<file path="config.mk">
export PLATFORM = sky130hd
export DESIGN_NAME = trig_sequencer_flat
export DESIGN_NICKNAME = d
export VERILOG_FILES = /design/src/rtl/trig_sequencer_if.sv /design/src/rtl/trig_sequencer.sv /design/src/flat_wrapper.sv
export SDC_FILE = /design/constraint.sdc
export NUM_CORES = 1
export LEC_CHECK = 0
export CORE_ASPECT_RATIO = 1.4
export CORE_MARGIN = 2
export CORE_UTILIZATION = 56
export DETAILED_ROUTE_END_ITERATION = 10
export GPL_TIMING_DRIVEN = 0
export PLACE_DENSITY_LB_ADDON = 0.2
export SLEW_MARGIN = 25
export SYNTH_ARGS = -nofsm -noshare
export SYNTH_HDL_FRONTEND = slang
export SYNTH_SLANG_ARGS = --single-unit
export TNS_END_PERCENT = 100
</file>
<file path="constraint.sdc">
create_clock -name I_clk -period 4.77 [get_ports I_clk]
set_clock_uncertainty 0.15 [all_clocks]
set_input_delay 0.477 -clock I_clk [delete_from_list [all_inputs] [get_ports I_clk]]
set_output_delay 0.477 -clock I_clk [all_outputs]
set_load 0.01 [all_outputs]
</file>
<file path="src/rtl/trig_sequencer_if.sv">
// ---------------------------------------------------------------------------
// trig_sequencer_if
// Groups the command/status signals between the trigger source (decoder side)
// and the trig_sequencer pulse-train generator.
//   I_trig       : one-cycle start strobe
//   I_trig_num   : number of pulses N
//   I_trig_step  : period between pulse rising edges S
//   I_wait       : delay before the first pulse W
//   I_abort      : synchronous abort of the running train
//   O_trig_pulse : pulse-train output
//   O_pulse_idx  : 0-based index of the most recent pulse
//   O_busy       : train in progress
//   O_done       : one-cycle completion strobe
//   O_overrun    : one-cycle strobe for a trigger that arrived while busy
// master = command source / status sink, slave = sequencer.
// ---------------------------------------------------------------------------
interface trig_sequencer_if #(
    parameter int CNT_W = 32
);
    logic             I_trig;
    logic [CNT_W-1:0] I_trig_num;
    logic [CNT_W-1:0] I_trig_step;
    logic [CNT_W-1:0] I_wait;
    logic             I_abort;
    logic             O_trig_pulse;
    logic [CNT_W-1:0] O_pulse_idx;
    logic             O_busy;
    logic             O_done;
    logic             O_overrun;

    modport master (
        output I_trig, I_trig_num, I_trig_step, I_wait, I_abort,
        input  O_trig_pulse, O_pulse_idx, O_busy, O_done, O_overrun
    );

    modport slave (
        input  I_trig, I_trig_num, I_trig_step, I_wait, I_abort,
        output O_trig_pulse, O_pulse_idx, O_busy, O_done, O_overrun
    );
endinterface

</file>
<file path="src/rtl/trig_sequencer.sv">
// ---------------------------------------------------------------------------
// trig_sequencer
// Turns one decoded trigger command (count N, step S, wait W) into a timed
// train of PULSE_WIDTH-cycle pulses, reporting busy/done/overrun status.
// Ports:
//   I_clk   : clock (decoder read-side clock)
//   I_rst_n : asynchronous active-low reset
//   bus     : trig_sequencer_if slave modport (command inputs, status outputs)
// ---------------------------------------------------------------------------
module trig_sequencer #(
    parameter int PULSE_WIDTH = 4,
    parameter int CNT_W       = 32
) (
    input  logic                  I_clk,
    input  logic                  I_rst_n,
    trig_sequencer_if.slave       bus
);

    typedef enum logic [2:0] {
        ST_IDLE,
        ST_WAIT,
        ST_PULSE,
        ST_GAP,
        ST_FINISH
    } state_t;

    localparam logic [CNT_W-1:0] LP_ONE    = CNT_W'(1);
    localparam logic [CNT_W-1:0] LP_PW_M1  = CNT_W'(PULSE_WIDTH - 1);
    localparam logic [CNT_W-1:0] LP_MIN_P  = CNT_W'(PULSE_WIDTH + 1);

    state_t           r_state;
    logic [CNT_W-1:0] r_cnt;
    logic [CNT_W-1:0] r_rem;
    logic [CNT_W-1:0] r_gapM1;
    logic [CNT_W-1:0] r_idx;
    logic             r_pulse;
    logic             r_busy;
    logic             r_done;
    logic             r_overrun;

    state_t           w_nextState;
    logic [CNT_W-1:0] w_nextCnt;
    logic [CNT_W-1:0] w_nextRem;
    logic [CNT_W-1:0] w_nextGapM1;
    logic [CNT_W-1:0] w_nextIdx;
    logic             w_overrun;
    logic [CNT_W-1:0] w_period;
    logic             w_accept;

    // Effective period is clamped so every pulse is followed by at least one
    // low cycle; only the gap length minus one needs to be kept per train.
    assign w_period = (bus.I_trig_step > LP_MIN_P) ? bus.I_trig_step : LP_MIN_P;

    // A new command is taken only from IDLE or FINISH, and abort always wins.
    assign w_accept = bus.I_trig && !bus.I_abort &&
                      ((r_state == ST_IDLE) || (r_state == ST_FINISH));

    // State register.
    always_ff @(posedge I_clk or negedge I_rst_n) begin
        if (!I_rst_n) begin
            r_state <= ST_IDLE;
        end else begin
            r_state <= w_nextState;
        end
    end

    // Next-state and counter logic. r_cnt counts down the cycles left in the
    // current WAIT/PULSE/GAP phase; r_rem counts pulses still to come after
    // the current one, so no counter ever needs to hold N or W plus one.
    always_comb begin
        w_nextState = r_state;
        w_nextCnt   = r_cnt;
        w_nextRem   = r_rem;
        w_nextGapM1 = r_gapM1;
        w_nextIdx   = r_idx;
        w_overrun   = 1'b0;
        case (r_state)
            ST_IDLE, ST_FINISH: begin
                w_nextState = ST_IDLE;
                if (w_accept) begin
                    w_nextGapM1 = w_period - LP_MIN_P;
                    if (bus.I_trig_num == '0) begin
                        w_nextState = ST_FINISH;
                    end else begin
                        w_nextIdx = '0;
                        w_nextRem = bus.I_trig_num - LP_ONE;
                        if (bus.I_wait == '0) begin
                            w_nextState = ST_PULSE;
                            w_nextCnt   = LP_PW_M1;
                        end else begin
                            w_nextState = ST_WAIT;
                            w_nextCnt   = bus.I_wait - LP_ONE;
                        end
                    end
                end
            end
            ST_WAIT: begin
                if (bus.I_abort) begin
                    w_nextState = ST_IDLE;
                end else begin
                    w_overrun = bus.I_trig;
                    if (r_cnt == '0) begin
                        w_nextState = ST_PULSE;
                        w_nextCnt   = LP_PW_M1;
                    end else begin
                        w_nextCnt = r_cnt - LP_ONE;
                    end
                end
            end
            ST_PULSE: begin
                if (bus.I_abort) begin
                    w_nextState = ST_IDLE;
                end else begin
                    w_overrun = bus.I_trig;
                    if (r_cnt == '0) begin
                        if (r_rem == '0) begin
                            w_nextState = ST_FINISH;
                        end else begin
                            w_nextState = ST_GAP;
                            w_nextCnt   = r_gapM1;
                        end
                    end else begin
                        w_nextCnt = r_cnt - LP_ONE;
                    end
                end
            end
            ST_GAP: begin
                if (bus.I_abort) begin
                    w_nextState = ST_IDLE;
                end else begin
                    w_overrun = bus.I_trig;
                    if (r_cnt == '0) begin
                        w_nextState = ST_PULSE;
                        w_nextCnt   = LP_PW_M1;
                        w_nextIdx   = r_idx + LP_ONE;
                        w_nextRem   = r_rem - LP_ONE;
                    end else begin
                        w_nextCnt = r_cnt - LP_ONE;
                    end
                end
            end
            default: begin
                w_nextState = ST_IDLE;
            end
        endcase
    end

    // Datapath registers and registered outputs, decoded from the next state
    // so each output lines up with the state it describes.
    always_ff @(posedge I_clk or negedge I_rst_n) begin
        if (!I_rst_n) begin
            r_cnt     <= '0;
            r_rem     <= '0;
            r_gapM1   <= '0;
            r_idx     <= '0;
            r_pulse   <= 1'b0;
            r_busy    <= 1'b0;
            r_done    <= 1'b0;
            r_overrun <= 1'b0;
        end else begin
            r_cnt     <= w_nextCnt;
            r_rem     <= w_nextRem;
            r_gapM1   <= w_nextGapM1;
            r_idx     <= w_nextIdx;
            r_pulse   <= (w_nextState == ST_PULSE);
            r_busy    <= (w_nextState == ST_WAIT) || (w_nextState == ST_PULSE) ||
                         (w_nextState == ST_GAP);
            r_done    <= (w_nextState == ST_FINISH);
            r_overrun <= w_overrun;
        end
    end

    assign bus.O_trig_pulse = r_pulse;
    assign bus.O_pulse_idx  = r_idx;
    assign bus.O_busy       = r_busy;
    assign bus.O_done       = r_done;
    assign bus.O_overrun    = r_overrun;

endmodule

</file>
<file path="src/flat_wrapper.sv">
// flat-port wrapper written by rule: the top's interface ports become plain ports
module trig_sequencer_flat 
#(
    parameter int PULSE_WIDTH = 4,
    parameter int CNT_W       = 32
)
  (I_clk, I_rst_n, bus_I_trig, bus_I_trig_num, bus_I_trig_step, bus_I_wait, bus_I_abort, bus_O_trig_pulse, bus_O_pulse_idx, bus_O_busy, bus_O_done, bus_O_overrun);
  trig_sequencer_if #(.CNT_W(CNT_W)) bus_i ();
  input  logic I_clk;
  input  logic I_rst_n;
  input wire logic [$bits(bus_i.I_trig)-1:0] bus_I_trig;
  input wire logic [$bits(bus_i.I_trig_num)-1:0] bus_I_trig_num;
  input wire logic [$bits(bus_i.I_trig_step)-1:0] bus_I_trig_step;
  input wire logic [$bits(bus_i.I_wait)-1:0] bus_I_wait;
  input wire logic [$bits(bus_i.I_abort)-1:0] bus_I_abort;
  output wire logic [$bits(bus_i.O_trig_pulse)-1:0] bus_O_trig_pulse;
  output wire logic [$bits(bus_i.O_pulse_idx)-1:0] bus_O_pulse_idx;
  output wire logic [$bits(bus_i.O_busy)-1:0] bus_O_busy;
  output wire logic [$bits(bus_i.O_done)-1:0] bus_O_done;
  output wire logic [$bits(bus_i.O_overrun)-1:0] bus_O_overrun;
  assign bus_i.I_trig = bus_I_trig;
  assign bus_i.I_trig_num = bus_I_trig_num;
  assign bus_i.I_trig_step = bus_I_trig_step;
  assign bus_i.I_wait = bus_I_wait;
  assign bus_i.I_abort = bus_I_abort;
  assign bus_O_trig_pulse = bus_i.O_trig_pulse;
  assign bus_O_pulse_idx = bus_i.O_pulse_idx;
  assign bus_O_busy = bus_i.O_busy;
  assign bus_O_done = bus_i.O_done;
  assign bus_O_overrun = bus_i.O_overrun;
  trig_sequencer #(.PULSE_WIDTH(PULSE_WIDTH), .CNT_W(CNT_W)) u_core (.I_clk(I_clk), .I_rst_n(I_rst_n), .bus(bus_i));
endmodule
</file>
### After elaboration in Yosys (flattened, before gate mapping)

Cells that the tools add are included.

* flip-flop bits (word level): 135
* bits in latches: 0
* memory bits (writable): 0
* ROM bits: 0
* input bits: 100
* word-level logic and storage cells: 81
* memories kept: 0

* add/sub/neg operators: 6
* multipliers: 0
* divide/modulo/power cells: 0
* $lt $le $gt $ge: 1
* equality and inequality tests: 15
* shift-type cells: 0
* multiplexer cells: 31
* bitwise operators: 0
* reduce and logical (&&, ||, !) cells: 19

Operators with widths (number)
* 32-bit 2-to-1 mux: 17
* 32-bit logical NOT: 4
* 32-bit case mux with 2 select lines: 2
* 32-bit by 1-bit subtractor with 32-bit output (second input constant): 4
* 32-bit case mux with 3 select lines: 1
* 32-bit by 1-bit adder with 32-bit output (second input constant): 1
* 32-bit by 3-bit greater-than comparator with 1-bit output (second input constant): 1
* 32-bit by 3-bit subtractor with 32-bit output (second input constant): 1
* 3-bit 2-to-1 mux: 7
* 3-bit by 2-bit == test with 1-bit output (second input constant): 4
* 3-bit case mux with 3 select lines: 1
* 2-bit != test (second input constant): 4
* 3-bit by 1-bit == test with 1-bit output (second input constant): 2
* 3-bit == test (second input constant): 2
* 6-bit AND reduction: 1
* 5-bit AND reduction: 1
* 2-bit by 1-bit != test with 1-bit output (second input constant): 2
* 2-bit OR reduction: 2
* 3-bit logical NOT: 1
* 1-bit logical OR: 3
* 3-bit != test (second input constant): 1
* 3-bit nonzero test: 1
* 3-bit OR reduction: 1
* 1-bit logical AND: 2
* other kinds (5): 6

### Depth between registers and ports, before layout

Gate-level depths: netlist (run 1).

* depth in word-level cells: 8
* mapped depth: 12
* mapped depth without buffers: 9

### Worst setup path after synthesis (run 1)

OpenSTA, ideal clock, no wires.

* path kind: register to register
* from: register u_core.r_state[2]
* to: register u_core.r_rem[20]
* library setup time: 0.128 ns
* arrival: 3.337 ns
* required time: 4.492 ns
* setup slack: 1.155 ns
* cell stages (with the launch flop): 13
* clock period less this slack: 3.615 ns
* path through: dfrtp_1 > and3b_1 > clkbuf_1 > clkbuf_1 > clkbuf_1 > clkbuf_1 > mux2i_1 > ha_1 > a21boi_1 > nand2_1 > or4_1 > a32oi_1 > o2bb2ai_1

* longest elaborated chain between the ends: 5
* elaborated cells on any way between the ends: 13
* those cells by class: eq/ne: 6; mux: 1; reduce/logical: 6

Ends and longest elaborated chain
* start, declared: RTL line trig_sequencer.sv:31 `state_t r_state;`
* start signal, assigned: RTL line trig_sequencer.sv:63 `r_state <= w_nextState;`
* 3-bit == test / 3-bit logical NOT (equally long branches): RTL line trig_sequencer.sv:56, trig_sequencer.sv:77
* 1-bit logical OR: RTL line trig_sequencer.sv:56 `((r_state == ST_IDLE) || (r_state == ST_FINISH));`
* 1-bit logical AND: RTL line trig_sequencer.sv:55 `assign w_accept = bus.I_trig && !bus.I_abort &&`
* 2-bit by 1-bit != test with 1-bit output (no line)
* 5-bit AND reduction (no line)
* end signal, assigned: RTL line trig_sequencer.sv:162 `r_rem <= w_nextRem;`
* end, declared: RTL line trig_sequencer.sv:33 `logic [CNT_W-1:0] r_rem;`

Several ways; a longest one is shown, not always the timed one.
A chain may end at the register's enable or synchronous reset.

### Worst setup path after layout (run 1)

* from: register u_core.r_state[1]
* to: register u_core.r_rem[20]

Same word-level chain as after synthesis.

==> results.sh, run 1 <==
export IMPL_finalWorstSetupSlack_ns=0.338
export IMPL_num_vias=10100
export IMPL_mostFrequentLayoutCell="nor2_1"
export IMPL_startpoint="u_core.r_state[1]"
export IMPL_synth_cell_types=75
export IMPL_clock_fmax_mhz=226
export IMPL_comb_power_share_pct=28.3
export IMPL_final_net_count=1451
export IMPL_fin_crit_ns=4.43
export IMPL_hpwl_mm=22.6
export IMPL_row_count=56
export IMPL_rr_startpoint="u_core.r_state[1]"
export IMPL_seqPwrFrac_pct=41.5
export IMPL_place_area_um2=11300
export IMPL_intPower_w=0.00280
export IMPL_insertion_delay_ns=0.43
export IMPL_ir_worst_vdd_uv=288
export IMPL_grtUsageMet1_pct=39.0
export IMPL_cts_root_buf="clkbuf_16"
export IMPL_ys_seq_area_share_pct=34.9
export IMPL_preCtsSetupSlack_ns=-0.0959
export IMPL_cts_made_buffers=17
export IMPL_io_pins=136
export IMPL_outcome="finished, final reports clean"
export IMPL_io_buffers=135
export IMPL_swShare_pct=36.1
export IMPL_die_h_um=160
export IMPL_p_clk_share_pct=30.2
export IMPL_hold_start="u_core.r_gapM1[10]"
export IMPL_power_switching_w=0.00158
export IMPL_diodes=0
export IMPL_dieArea_um2=18400
export IMPL_grt_use_total_pct=34.1
export IMPL_drt_iter0_markers=1018
export IMPL_grtUsageMet2_pct=56.6
export IMPL_hold_viol=0
export IMPL_synthesis_area_um2=9680
export IMPL_use_met3_pct=6.32
export IMPL_stdcell_area_um2=11900
export IMPL_cp_arrival_ns=4.57
export IMPL_critPathMaxFanout=10
export IMPL_maxSlewViolCount=0
export IMPL_fillers=1350
export IMPL_final_cell_mix="nor2_1 (138), dfrtp_1 (135), clkdlybuf4s50_1 (134)"
export IMPL_cts_reportedPaths_clkPinSlew_ns=0.06
export IMPL_postCtsSetupRepairBufs=0
export IMPL_syn_avg_cell_area_um2=8.14
export IMPL_detail_route_antenna_nets=0
export IMPL_slew_headroom_pct=35.2
export IMPL_wl_per_cell_um=19.7
export IMPL_synth_fp_nets=1295
export IMPL_hold_path_depth=2
export IMPL_grt_max_degree=75
export IMPL_vias_per_cell=6.50
export IMPL_grt_pass1_wl_mm=49.6
export IMPL_die_w_um=115
export IMPL_start_kind="flop"
export IMPL_place_inst=1529
export IMPL_cp_end_kind="flop"
export IMPL_setup_violations=0
export IMPL_drt_wl_total_mm=30.7
export IMPL_cts_sinks=135
export IMPL_grt_pass1_vias=10000
export IMPL_crit_type="flop to flop"
export IMPL_first_pass_iters=6
export IMPL_cts_htree_levels=4
export IMPL_layout_drive_gt1_share_pct=7.44
export IMPL_place_congestion=0.979
export IMPL_rsz0062_at_grt="false"
export IMPL_grt_overflow_total=0
export IMPL_grt_busiest_layer="met2"
export IMPL_synth_edff_count=0
export IMPL_postSynth_asyncResetShare_pct=100
export IMPL_hold_ws_ns=0.334
export IMPL_leakage_nw=4.34
export IMPL_ys_ff_latch=135
export IMPL_syn2layout_area_growth_pct=23.4
export IMPL_max_cap_viol_count=0
export IMPL_clockBufferDepth=2
export IMPL_antenna_found_initial=0
export IMPL_yosys_warnings=0
export IMPL_fin_crit_sh_pct=92.9
export IMPL_ys_flop_type="dfrtp_1"
export IMPL_cp_required_ns=4.91
export IMPL_cts_tree="built"
export IMPL_design_core_area_um2=16800
export IMPL_tightest_slew_ns=0.964
export IMPL_syn_inst=1190
export IMPL_hold_class="flop to flop"
export IMPL_stdcell_count=1561
export IMPL_pwr_density_cell_nw_per_um2=367
export IMPL_ff2ff_path_depth=12
export IMPL_drc_errors=0
export IMPL_start_util_pct=57.6
export IMPL_finalSetupTns_ns=0
-- metrics by stage --
stage | total power, W | util, %
after floorplan | 0.00256 | -
after global placement | 0.00298 | 67.1
after detailed placement | 0.00302 | 67.3
after CTS | 0.00434 | 70.9
after global routing | 0.00461 | 71.0
final | 0.00438 | 71.0
-- registers in the layout, summed over array words and instances (netlist names) --
name                     flops
u_core.r_gapM1              32
u_core.bus.O_busy            1
u_core.r_rem                32
u_core.bus.O_overrun         1
u_core.bus.O_trig_pulse      1
u_core.bus.O_done            1
u_core.bus.O_pulse_idx      32
u_core.r_cnt                32
u_core.r_state               3
-- kinds of logic (layout without fill, tap and decap cells) --
family          Yosys count  after routing  synth area share [%]
mux                       9              9                 0.931
flops                   135            135                  34.9
compound gates          291            291                  19.7
buf+inv                  82            250                  3.76
xor+xnor                111            111                  10.0
simple gates            557            557                  30.0
fa+ha+maj                 5              5                 0.646
-- per-layer routing --
metal	vias up	wire [µm]
li1	4706	-
met1	4699	11300
met2	586	15100
met3	149	2280
met4	0	2100
met5	-	0
-- layout make-up --
cell class	count	area, µm²	share of cell area, %
Tap cell	203	254	2.13
Multi-Input combinational cell	973	5970	50.0
Buffer	66	305	2.56
Inverter	16	60.1	0.503
Timing Repair Buffer	137	1390	11.7
Clock inverter	11	126	1.06
Sequential cell	135	3380	28.3
Clock buffer	20	457	3.82
-- path summary, 6_finish.rpt --
kind                                              end  slack, ns
hold / removal                     u_core.r_gapM1[10]       0.33
hold reg to reg                    u_core.r_gapM1[10]       0.33
setup reg to reg                     u_core.r_rem[20]       0.34
setup / recovery                     u_core.r_rem[20]       0.34
max in group asynchronous          u_core.r_gapM1[23]       3.28
min in group asynchronous  u_core.bus.O_pulse_idx[27]       0.45
-- power groups by stage --
stage	sequential [W]	combinational, W	clock, W
6_report	0.00182	0.00124	0.00132
5_1_grt	0.00186	0.00137	0.00138
4_1_cts	0.00180	0.00122	0.00133
2_1_floorplan	0.00172	0.000843	0
3_3_place_gp	0.00180	0.00118	0
3_5_place_dp	0.00182	0.00120	0
-- critical path, cell delays in order (launching register included) --
cell       delay (ns)
dfrtp_1          0.49
and3b_1          0.20
clkbuf_1         0.27
clkbuf_1         0.41
clkbuf_1         0.50
clkbuf_2         0.42
mux2i_1          0.23
ha_1             0.34
a21boi_4         0.44
nand2_1          0.12
or4_1            0.42
a32oi_1          0.21
o2bb2ai_1        0.10
-- synth_stat cells, types with 6 or more instances --
cell type  count  share of area, %
a211oi_1      20               1.6
a21oi_1       62               3.2
a21oi_2       12               1.1
a22oi_1       16               1.2
a31oi_1       16               1.0
and2_1         8              0.52
and3_1        12              0.78
buf_2          9              0.47
clkbuf_1      46               1.8
dfrtp_1      135                35
inv_1         16              0.62
mux2i_1        9              0.93
nand2_1      109               4.2
nand2b_1       8              0.52
nand3_1       45               2.3
nand4_1       20               1.3
nor2_1       138               5.4
nor3_1        82               4.2
nor4_1        36               2.3
nor4_2        12               1.6
o211ai_1       9              0.70
o21a_1        13               1.0
o21ai_0       70               3.6
o21bai_1       6              0.47
o31ai_1       13               1.0
o32ai_1        7              0.63
or2_2         10              0.65
or3_1         29               1.9
or4_1         14               1.1
xnor2_1       61               5.5
xor2_1        50               4.5
-- timing repair --
action,4_1_cts,5_1_grt
endpoints found under the setup margin,5,8
hold buffers,1,0
resized for setup,1,3
cloned,0,0
hold endpoints to repair,73,0
No activity file was read; power rests on OpenSTA's default activity.
==> run 2: changes to the inputs <==
Settings changed: PLACE_DENSITY from default to 0.93, PLACE_DENSITY_LB_ADDON 0.2 to default.
==> results.sh, run 2 (synthesis results as in run 1) <==
export IMPL_drt_iter0_markers=1321
export IMPL_first_pass_iters=7
export IMPL_ff2ff_path_depth=12
export IMPL_io_pins=136
export IMPL_wl_per_cell_um=20.4
export IMPL_final_net_count=1451
export IMPL_slew_headroom_pct=29.6
export IMPL_antenna_found_initial=0
export IMPL_hold_class="flop to flop"
export IMPL_r2r_setup_slack_ns=0.30
export IMPL_hold_viol=0
export IMPL_diodes=0
export IMPL_grt_overflow_total=0
export IMPL_final_cell_mix="nor2_1 (138), dfrtp_1 (135), clkdlybuf4s50_1 (134)"
export IMPL_grt_pass1_vias=10400
export IMPL_clock_fmax_mhz=224
export IMPL_swShare_pct=35.2
export IMPL_cts_sinks=135
export IMPL_pwr_density_cell_nw_per_um2=385
export IMPL_tightest_slew_ns=1.05
export IMPL_io_buffers=135
export IMPL_intPower_w=0.00300
export IMPL_hold_path_depth=2
export IMPL_hold_start="u_core.r_gapM1[24]"
export IMPL_place_area_um2=11300
export IMPL_rsz0062_at_grt="false"
export IMPL_cts_tree="built"
export IMPL_fillers=1271
export IMPL_leakage_nw=4.40
export IMPL_maxSlewViolCount=0
export IMPL_cts_htree_levels=4
export IMPL_syn2layout_area_growth_pct=24.3
export IMPL_start_util_pct=57.6
export IMPL_design_core_area_um2=16800
export IMPL_cts_root_buf="clkbuf_16"
export IMPL_comb_power_share_pct=26.7
export IMPL_outcome="finished, final reports clean"
export IMPL_reg2reg_to="u_core.r_rem[16]"
export IMPL_die_h_um=160
export IMPL_finalPower_w=0.00463
export IMPL_cts_reportedPaths_clkPinSlew_ns=0.06
export IMPL_grt_max_degree=76
export IMPL_cp_required_ns=4.92
export IMPL_rr_startpoint="u_core.r_state[2]"
export IMPL_drc_errors=0
export IMPL_fin_crit_sh_pct=93.7
export IMPL_layout_drive_gt1_share_pct=7.51
export IMPL_place_congestion=1.05
export IMPL_grt_pass1_wl_mm=51.0
export IMPL_row_count=56
export IMPL_die_w_um=115
export IMPL_seqPwrFrac_pct=39.5
export IMPL_num_vias=10500
export IMPL_stdcell_area_um2=12000
export IMPL_cp_arrival_ns=4.62
export IMPL_detail_route_antenna_nets=0
export IMPL_grt_use_total_pct=34.7
export IMPL_start_kind="flop"
export IMPL_clockBufferDepth=2
export IMPL_hpwl_mm=22.8
export IMPL_power_switching_w=0.00163
export IMPL_crit_type="flop to flop"
export IMPL_mostFrequentLayoutCell="nor2_1"
export IMPL_setup_violations=0
export IMPL_startpoint="u_core.r_state[2]"
export IMPL_vias_per_cell=6.71
export IMPL_max_cap_viol_count=0
export IMPL_ir_worst_vdd_uv=260
export IMPL_critPathMaxFanout=10
export IMPL_fin_crit_ns=4.47
export IMPL_dieArea_um2=18400
export IMPL_holdPathEnd="u_core.r_gapM1[24]"
export IMPL_cts_made_buffers=17
export IMPL_drt_wl_total_mm=31.8
export IMPL_p_clk_share_pct=33.7
export IMPL_insertion_delay_ns=0.44
export IMPL_cp_end_kind="flop"
==> run 2: cell count changes in the layout (fill, tap and decap cells not counted), sizes merged <==
| cell | before | now |
|---|---|---|
| bufinv | 2 | 6 |
| clkbuf | 66 | 63 |
| clkinvlp | 4 | 0 |
| clkinv | 5 | 3 |
| inv | 16 | 22 |
==> run 2: how the worst max path moves through the flow <==
stage                    endpoint  slack, ns  cells past startpoint
3_3_place_gp   u_core.r_gapM1[24]      -2.39                      1
3_5_place_dp     u_core.r_rem[20]       0.07                     12
4_1_cts          u_core.r_rem[20]       0.03                     12
5_1_grt          u_core.r_rem[16]       0.05                     12
2_1_floorplan    u_core.r_rem[20]       1.15                     12
6_report         u_core.r_rem[16]       0.30                     12
==> run 2: power by group through the flow <==
stage | sequential, W | combinational [W] | clock [W]
after global placement | 0.00181 | 0.00115 | 0
after floorplan | 0.00172 | 0.000843 | 0
after detailed placement | 0.00182 | 0.00119 | 0
after CTS | 0.00180 | 0.00122 | 0.00156
after global routing | 0.00186 | 0.00137 | 0.00161
final | 0.00183 | 0.00124 | 0.00156
==> run 2: metal layers <==
layer  wire length, µm  vias to the layer above  track usage (%)
met5                 0                        -                0
met4              2390                        0             24.4
met3              2570                      198             5.98
met2             15600                      653             58.7
met1             11200                     4916             38.7
li1                  -                     4707                -
==> run 2: final cells by class <==
class	count	area, µm²	share of cell area [%]
buffer	66	305	2.54
clock buffer	17	425	3.53
clock inverter	15	265	2.20
inverter	16	60.1	0.499
multi-input combinational	973	5950	49.5
sequential	135	3380	28.1
tap	203	254	2.11
timing repair buffer	137	1390	11.6
==> run 2: stage by stage <==
step	setup TNS [ns]	setup slack [ns]	util, %	std cells	hold slack [ns]
final	0	0.299	71.6	1562	0.337
after global routing	0	0.0509	71.6	1562	0.364
after CTS	0	0.0261	71.5	1562	0.341
after detailed placement	0	0.0703	67.3	1529	0.302
after global placement	-319.91	-2.39	67.1	1528	0.311
after floorplan	0	1.15	-	1190	0.0314
==> run 2: critical path, stage by stage (launching register included) <==
cell	delay, ns
dfrtp_1	0.46
and3b_1	0.24
clkbuf_1	0.25
clkbuf_1	0.42
clkbuf_1	0.49
clkbuf_2	0.37
mux2i_1	0.24
ha_1	0.34
a21boi_2	0.51
clkbuf_1	0.42
nand3b_1	0.13
a32oi_1	0.20
o21ai_0	0.09
==> run 2: repair_timing <==
action / in CTS / in global routing
hold endpoints to repair: 60 / 0
buffers inserted: 0 / 0
setup endpoints to repair: 0 / 11
gates resized for setup: 0 / 3
hold buffers: 1 / 0
